**src/rtl/sw_debounce_pkg.sv**
```systemverilog
// Shared constants for the switch debouncer: FSM state encoding and synchroniser depth.
package sw_debounce_pkg;

    localparam int SYNC_DEPTH = 2;

    localparam logic [1:0] ENC_LOW       = 2'd0;
    localparam logic [1:0] ENC_RISE_WAIT = 2'd1;
    localparam logic [1:0] ENC_HIGH      = 2'd2;
    localparam logic [1:0] ENC_FALL_WAIT = 2'd3;

    typedef enum logic [1:0] {
        S_LOW       = ENC_LOW,
        S_RISE_WAIT = ENC_RISE_WAIT,
        S_HIGH      = ENC_HIGH,
        S_FALL_WAIT = ENC_FALL_WAIT
    } db_state_t;

    function automatic int max_int(input int a, input int b);
        return (a > b) ? a : b;
    endfunction

endpackage

```
**src/rtl/debounce_channel.sv**
```systemverilog
// One debounce channel: 2-flop synchroniser, stability counter, level/strobe FSM.
// Optional auto-repeat of the rise strobe under SW_DEBOUNCE_AUTOREPEAT_EN.
//
// state        | meaning
// S_LOW        | accepted level 0, input agrees
// S_RISE_WAIT  | accepted level 0, input has been 1 for cnt_q cycles
// S_HIGH       | accepted level 1, input agrees
// S_FALL_WAIT  | accepted level 1, input has been 0 for cnt_q cycles
module debounce_channel
    import sw_debounce_pkg::*;
#(
    parameter int NB_DB          = 20,
    parameter int DEBOUNCE_TICKS = 1000000,
    parameter int REPEAT_DELAY   = 50000000,
    parameter int REPEAT_TICKS   = 10000000
) (
    input  logic clock,
    input  logic i_reset,
    input  logic sw,
    output logic level,
    output logic rise,
    output logic fall,
    output logic rise_nxt
);

    localparam logic [NB_DB-1:0] CNT_TC  = NB_DB'(DEBOUNCE_TICKS);
    localparam logic [NB_DB-1:0] CNT_ONE = NB_DB'(1);

    logic [SYNC_DEPTH-1:0] sync_q;
    logic                  sw_s;
    db_state_t             state_q, state_d;
    logic [NB_DB-1:0]      cnt_q, cnt_d;
    logic                  level_d, rise_d, fall_d;

    always_ff @(posedge clock or posedge i_reset) begin
        if (i_reset) begin
            sync_q <= '0;
        end else begin
            sync_q <= {sync_q[SYNC_DEPTH-2:0], sw};
        end
    end

    assign sw_s = sync_q[SYNC_DEPTH-1];

    always_ff @(posedge clock or posedge i_reset) begin
        if (i_reset) begin
            state_q <= S_LOW;
            cnt_q   <= '0;
            level   <= 1'b0;
            rise    <= 1'b0;
            fall    <= 1'b0;
        end else begin
            state_q <= state_d;
            cnt_q   <= cnt_d;
            level   <= level_d;
            rise    <= rise_nxt;
            fall    <= fall_d;
        end
    end

    // The counter is cleared on acceptance and on abandon, so it never passes CNT_TC.
    always_comb begin
        state_d = state_q;
        cnt_d   = cnt_q;
        level_d = level;
        rise_d  = 1'b0;
        fall_d  = 1'b0;
        case (state_q)
            S_LOW: begin
                if (sw_s) begin
                    state_d = S_RISE_WAIT;
                    cnt_d   = CNT_ONE;
                end
            end
            S_RISE_WAIT: begin
                if (!sw_s) begin
                    state_d = S_LOW;
                    cnt_d   = '0;
                end else if (cnt_q == CNT_TC) begin
                    state_d = S_HIGH;
                    cnt_d   = '0;
                    level_d = 1'b1;
                    rise_d  = 1'b1;
                end else begin
                    cnt_d = cnt_q + CNT_ONE;
                end
            end
            S_HIGH: begin
                if (!sw_s) begin
                    state_d = S_FALL_WAIT;
                    cnt_d   = CNT_ONE;
                end
            end
            S_FALL_WAIT: begin
                if (sw_s) begin
                    state_d = S_HIGH;
                    cnt_d   = '0;
                end else if (cnt_q == CNT_TC) begin
                    state_d = S_LOW;
                    cnt_d   = '0;
                    level_d = 1'b0;
                    fall_d  = 1'b1;
                end else begin
                    cnt_d = cnt_q + CNT_ONE;
                end
            end
            default: begin
                state_d = S_LOW;
                cnt_d   = '0;
                level_d = 1'b0;
            end
        endcase
    end

`ifdef SW_DEBOUNCE_AUTOREPEAT_EN
    localparam int NB_RPT = $clog2(max_int(REPEAT_DELAY, REPEAT_TICKS) + 1);
    localparam logic [NB_RPT-1:0] RPT_DELAY_LD = NB_RPT'(REPEAT_DELAY - 1);
    localparam logic [NB_RPT-1:0] RPT_TICKS_LD = NB_RPT'(REPEAT_TICKS - 1);

    logic [NB_RPT-1:0] rpt_q, rpt_d;
    logic              rpt_fire;

    always_ff @(posedge clock or posedge i_reset) begin
        if (i_reset) begin
            rpt_q <= '0;
        end else begin
            rpt_q <= rpt_d;
        end
    end

    // Down-counter reloaded on every entry into S_HIGH, fires at terminal count.
    always_comb begin
        rpt_d    = '0;
        rpt_fire = 1'b0;
        if (state_q != S_HIGH && state_d == S_HIGH) begin
            rpt_d = RPT_DELAY_LD;
        end else if (state_q == S_HIGH && state_d == S_HIGH) begin
            if (rpt_q == '0) begin
                rpt_fire = 1'b1;
                rpt_d    = RPT_TICKS_LD;
            end else begin
                rpt_d = rpt_q - 1'b1;
            end
        end
    end

    assign rise_nxt = rise_d | rpt_fire;
`else
    logic unused_rpt_cfg;
    assign unused_rpt_cfg = ^{REPEAT_DELAY, REPEAT_TICKS};
    assign rise_nxt       = rise_d;
`endif

endmodule

```
**src/rtl/sw_debounce.sv**
```systemverilog
// Multi-channel switch debouncer; per-channel logic in debounce_channel, o_valid flags any rise.
// Build option SW_DEBOUNCE_AUTOREPEAT_EN adds auto-repeat rise strobes while a channel is held.
module sw_debounce
    import sw_debounce_pkg::*;
#(
    parameter int NB_SW          = 4,
    parameter int NB_DB          = 20,
    parameter int DEBOUNCE_TICKS = 1000000,
    parameter int REPEAT_DELAY   = 50000000,
    parameter int REPEAT_TICKS   = 10000000
) (
    input  logic             clock,
    input  logic             i_reset,
    input  logic [NB_SW-1:0] i_sw,
    output logic [NB_SW-1:0] o_level,
    output logic [NB_SW-1:0] o_rise,
    output logic [NB_SW-1:0] o_fall,
    output logic             o_valid
);

    logic [NB_SW-1:0] rise_nxt;

    for (genvar g = 0; g < NB_SW; g++) begin : g_ch
        debounce_channel #(
            .NB_DB         (NB_DB),
            .DEBOUNCE_TICKS(DEBOUNCE_TICKS),
            .REPEAT_DELAY  (REPEAT_DELAY),
            .REPEAT_TICKS  (REPEAT_TICKS)
        ) u_ch (
            .clock   (clock),
            .i_reset (i_reset),
            .sw      (i_sw[g]),
            .level   (o_level[g]),
            .rise    (o_rise[g]),
            .fall    (o_fall[g]),
            .rise_nxt(rise_nxt[g])
        );
    end

    // Built from the channels' next-cycle rise so o_valid lines up with o_rise.
    always_ff @(posedge clock or posedge i_reset) begin
        if (i_reset) begin
            o_valid <= 1'b0;
        end else begin
            o_valid <= |rise_nxt;
        end
    end

endmodule

```
**config.mk**
```make
export PLATFORM = sky130hd
export DESIGN_NAME = sw_debounce
export DESIGN_NICKNAME = d
export VERILOG_FILES = /design/src/rtl/sw_debounce_pkg.sv /design/src/rtl/debounce_channel.sv /design/src/rtl/sw_debounce.sv
export SDC_FILE = /design/constraint.sdc
export NUM_CORES = 1
export LEC_CHECK = 0
export CORE_AREA = 2 2 158 114
export DETAILED_ROUTE_END_ITERATION = 6
export DIE_AREA = 0 0 160 116
export GPL_TIMING_DRIVEN = 0
export PLACE_DENSITY = 0.57
export SYNTH_ARGS = -nofsm -noshare
export SYNTH_HDL_FRONTEND = slang
export SYNTH_HIERARCHICAL = 1
export SYNTH_SLANG_ARGS = --single-unit
```
**constraint.sdc**
```tcl
create_clock -name clock -period 2.5 [get_ports clock]
set_input_delay 0.375 -clock clock [delete_from_list [all_inputs] [get_ports clock]]
set_output_delay 0.375 -clock clock [all_outputs]
set_load 0.005 [all_outputs]
```
== Word-level counts from Yosys, hierarchy flattened ==
Index checks and enable logic that the tools add are counted.

* Output and inout bits: 13
* Register bits: 109
* Logic and storage cells: 190

* Reduce and logical (&&, ||, !) cells: 21
* Muxes and demuxes: 92
* Add/subtract/negate cells: 4
* Equality and inequality tests: 48

{| class="wikitable"
|+ Operator list
! cell !! number
|-
| $mux 20 || 20
|-
| $pmux 20 s4 || 4
|-
| $add 20x1->20 const B || 4
|-
| $eq 20x20->1 const B || 4
|-
| $mux 2 || 24
|-
| $mux 1 || 36
|-
| $ne 2x1->1 const B || 16
|-
| $pmux 2 s4 || 4
|-
| $reduce_and 5->1 || 4
|-
| $eq 2x2->1 const B || 8
|-
| $ne 2x2->1 const B || 8
|-
| $reduce_and 4->1 || 4
|-
| $ne 3x1->1 const B || 4
|-
| $ne 3x3->1 const B || 4
|-
| $eq 2x1->1 const B || 4
|-
| $logic_not 2->1 || 4
|-
| $pmux 1 s2 || 4
|-
| $reduce_and 2->1 || 4
|-
| $reduce_bool 2->1 || 4
|-
| $reduce_or 4->1 || 1
|}

== Depth between registers and ports, before layout ==
* Word-level depth: 5
* Depth in mapped cells: 8

== Modules after synthesis ==
Netlist, hierarchy kept.

{| class="wikitable"
|+ Modules (own cells, without submodules)
! module !! cells each !! instances !! seq. area each (um2) !! area an instance (um2)
|-
| debounce_channel (g_ch[1].u_ch ...) || 151 || 2 || 675.6 || 1480.2
|-
| debounce_channel (g_ch[3].u_ch) || 145 || 1 || 675.6 || 1448.9
|-
| debounce_channel (g_ch[0].u_ch) || 151 || 1 || 675.6 || 1421.4
|-
| sw_debounce || 3 || 1 || 25.0 || 36.3
|}

== Worst setup path after synthesis ==
No wires, ideal clock.

* Path kind: flip-flop to flip-flop
* Start: register g_ch[3].u_ch.cnt_q[2]
* End: register with a tool-made name
* Clock period less this slack: 2.043 ns
* Data required time: 2.375 ns
* Cell stages (with the launch flop): 6
* Path slack: 0.457 ns
* Library setup time: 0.125 ns
* Data arrival time: 1.918 ns
* Path through: dfrtp_1 > or4_4 > nor4_4 > a21o_4 > and2_4 > mux2_4

{| class="wikitable"
|+ RTL lines
! element !! RTL line !! text
|-
| from (decl) || debounce_channel.sv:32 || <nowiki>logic [NB_DB-1:0] cnt_q, cnt_d;</nowiki>
|-
| from (signal assigned) || debounce_channel.sv:54 || <nowiki>cnt_q <= cnt_d;</nowiki>
|}

== Worst setup path in the final report ==
* Start: register g_ch[0].u_ch.cnt_q[7]
* End: register o_valid

* Longest elaborated chain between the ends: 5

{| class="wikitable"
|+ Ends and longest elaborated chain
! element !! RTL line !! text
|-
| from (decl) || debounce_channel.sv:32 ||
|-
| from (signal assigned) || debounce_channel.sv:54 ||
|-
| $eq 20x20->1 || debounce_channel.sv:79 || <nowiki>end else if (cnt_q == CNT_TC) begin</nowiki>
|-
| $mux 1 || debounce_channel.sv:79 ||
|-
| $mux 1 || debounce_channel.sv:76 || <nowiki>if (!sw_s) begin</nowiki>
|-
| $mux 1 || debounce_channel.sv:68 || <nowiki>case (state_q)</nowiki>
|-
| named net rise_nxt[0] || sw_debounce.sv:21 || <nowiki>logic [NB_SW-1:0] rise_nxt;</nowiki>
|-
| $reduce_or 4->1 || sw_debounce.sv:45 || <nowiki>o_valid <= |rise_nxt;</nowiki>
|-
| to (signal assigned) || sw_debounce.sv:45 ||
|-
| to (decl) || sw_debounce.sv:18 || <nowiki>output logic o_valid</nowiki>
|}

The timed path passes the listed nets, and every way through them passes these cells.
A chain may end at the register's enable or synchronous reset.

==> out/qor.yml <==
critPathArrivalTime_ns: 2.58
setup_ws_ns: 0.2092
post-route-min-period_ns: 2.291
drive_gt1_frac: 0.1008
grt_pass1_wl_mm: 22.24
post_cts_resized: 0
slew_viol_final: 0
fmax_mhz: 436.5
power.leakage_uw: 0.002810
regArea_um2: 2728
p_per_area_nw_per_um2: 772.8
antenna_found_initial: 0
cts-root-buf: "clkbuf_16"
hold_path.class: "in -> async"
dr.pass1.iters: 5
cp.required_ns: 2.78
setup_tns_ns: 0
fill_cells: 1716
period_share: 0.9163
cts.sinks: 109
synthCells: 601
grt_overflow: 0
via_per_inst: 5.412
path_max_fanout: 6
drtIter0Drc: 311
dieArea_um2: 18560
dpl.hpwl_mm: 9.090
dp_slack_ns: 0.1568
insertion_delay_ns: 0.35
synth_area_leaders: "dfrtp_1, a31oi_1, nand2_1, a21oi_1, nand3_1"
vias: 4687
synth.yosys.warnings: 6
grt_max_degree: 28
worst_pin_slew_ns: 1.056
critical_path_buf_inv_count: 0
ant_nets: 0
fp.dieH_um: 116
n_antenna_cell: 0
cts_hold_buf: 0
yosys.area.top_type_share: 0.4649
ys_seq_area_frac: 0.4649
numPortBuffers: 18
gp_congestion: 0.8120
setup_viol: 0
rsz0062_at_grt: "false"
synthesis.nets: 615
synthArstFlopShare: 1.000
cpLargestDelayFamily: "simple AND/OR/NAND/NOR gates"
cts_setup_buffers: 0
multi_input_comb_area_um2: 2883
maxCapViolCount: 0
ys_ff_latch: 109
synth_top_area_cell: "dfrtp_1"
cp-start-kind: "flop"
num_io_pins: 19
rows: 40
synth_cell_types: 64
synth.avg_cell_area_um2: 9.762
finalHoldViolCount: 0
routedWlPerCell_um: 15.01
htreeDepth: 3
grt_pass1_vias: 4453
maxSlewHeadroom: 0.2954
worstPathCellList: "or4b_4 -> nor4b_4 -> nand3_1 -> nor3_1 -> or4_1"
fin_skew_ns: 0.008131
core_um2: 16920
cts_tree: "built"
numCtsBuffers: 9
initial_core_util: 0.3468
nets: 644
vdd_drop_max_mv: 0.3438
drcViolationCount: 0
synth_edf_count: 0
die_x_um: 160
cpMaxStageDelayCell: "or4b_4"
clk_pin_slew_worst_paths_ns: 0.07
synth_ff_type: "dfrtp_1"
critical_path_class: "reg -> reg"
clockBufferDepth: 2
grt.total_usage: 0.1484
routed_wl_mm: 13.00
status: "completed"
critPathMaxStageDelay_ns: 0.57
cp-end-kind: "flop"
synth_area_um2: 5867
syn_to_final_growth_pct: 13.58
cell families (layout without fill, tap and decap cells):
| group | count (synthesis) | count (layout) | synth area share |
|---|---|---|---|
| AO/OA/AOI/OAI | 158 | 158 | 0.1828 |
| AND/OR/NAND/NOR | 258 | 258 | 0.2553 |
| buffers and inverters | 46 | 80 | 0.04372 |
| XOR/XNOR | 12 | 12 | 0.01791 |
| flip-flops | 109 | 109 | 0.4649 |
| multiplexers | 10 | 10 | 0.01834 |
| adder cells (fa/ha/maj) | 8 | 8 | 0.01706 |
cell usage after synthesis (all sizes together), types with 6 or more instances:
cell and number:
a21o 14, a21oi 43, a22o 15, a31oi 47, a41oi 7, and2 13
and3 12, buf 13, clkbuf 8, dfrtp 109, ha 8, inv 25
mux2i 7, nand2 67, nand2b 11, nand3 40, nand4 21, nor2 39
nor3 12, nor4 6, nor4b 6, o21ai 19, or2 6, xnor2 6
xor2 6
registers in the layout, indices dropped and copies added, names as in the netlist, named ones only:
signal and flops:
g_ch.u_ch/cnt_q 80, g_ch.u_ch/fall 4, g_ch.u_ch/level 4, g_ch.u_ch/rise 4, g_ch.u_ch/state_q 4, g_ch.u_ch/sync_q 8, o_valid 1
metal layers:
layer	GRT usage	vias to the layer above	wire, µm
met5	0	-	0
met1	0.2096	2318	6521
met4	0.05345	0	197
met3	0.02863	17	444
li1	-	2276	-
met2	0.2289	76	5831
placed cells by master (no fill, tap or decap), drive strengths merged, types with 3 or more instances in the layout:
cell             n
nor3            12
o21ai           19
mux2i            7
a41oi            7
buf             13
xor2             6
or4              3
or2              6
and4b            3
clkdlybuf4s50   18
ha               8
nor4b            6
and2            13
o211ai           3
a21o            14
nor4             6
nor2            39
nand2           67
a21oi           43
nand3           40
dfrtp          109
or3              3
clkbuf          20
or2b             3
nand4           21
xnor2            6
nand2b          11
and3            12
mux2             3
a22o            15
inv             25
a31oi           47
metrics by stage:
stage / hold slack, ns / power (µW) / instance area [µm²] / cells / utilization
global route: 0.3410 / 5459 / 6664 / 866 / 0.3939
CTS: 0.3214 / 5192 / 6663 / 866 / 0.3939
detailed placement: 0.3347 / 3600 / 6336 / 850 / 0.3746
floorplan: 0.1037 / 3210 / 5867 / 601 / -
global placement: 0.3361 / 3551 / 6336 / 850 / 0.3746
finish: 0.3081 / 5150 / 6664 / 866 / 0.3939
worst paths after layout:
kind | startpoint | endpoint | slack (ns) | depth (start not counted)
worst max-delay path | g_ch[0].u_ch/cnt_q[7] | o_valid | 0.21 | 5
worst min-delay path | i_reset | o_valid | 0.31 | 2
worst max register to register | g_ch[0].u_ch/cnt_q[7] | o_valid | 0.21 | 5
worst min register to register | g_ch[0].u_ch/sync_q[0] | g_ch[0].u_ch/sync_q[1] | 0.35 | 0
max in group asynchronous | i_reset | g_ch[2].u_ch/cnt_q[16] | 1.11 | 2
min in group clock | g_ch[0].u_ch/sync_q[0] | g_ch[0].u_ch/sync_q[1] | 0.35 | 0
worst reg2reg max path, cell delays in order (launching register included):
cell and delay [ns]:
dfrtp_1 0.43, or4b_4 0.57, nor4b_4 0.36, nand3_1 0.23, nor3_1 0.44, or4_1 0.19
final cells by class:
type | instances | share of cell area
plain buffers | 21 | 0.02460
clock buffers | 12 | 0.03849
clock inverters | 4 | 0.01051
inverters | 25 | 0.01408
multi-input cells | 446 | 0.4326
flip-flops and latches | 109 | 0.4093
well taps | 231 | 0.04337
repair buffers | 18 | 0.02704
power by group:
part,total [µW],switching (µW),internal [µW]
Sequential,2060,165,1890
Combinational,1520,939,578
Clock,1580,644,931
(Power assumes the default switching activity.)
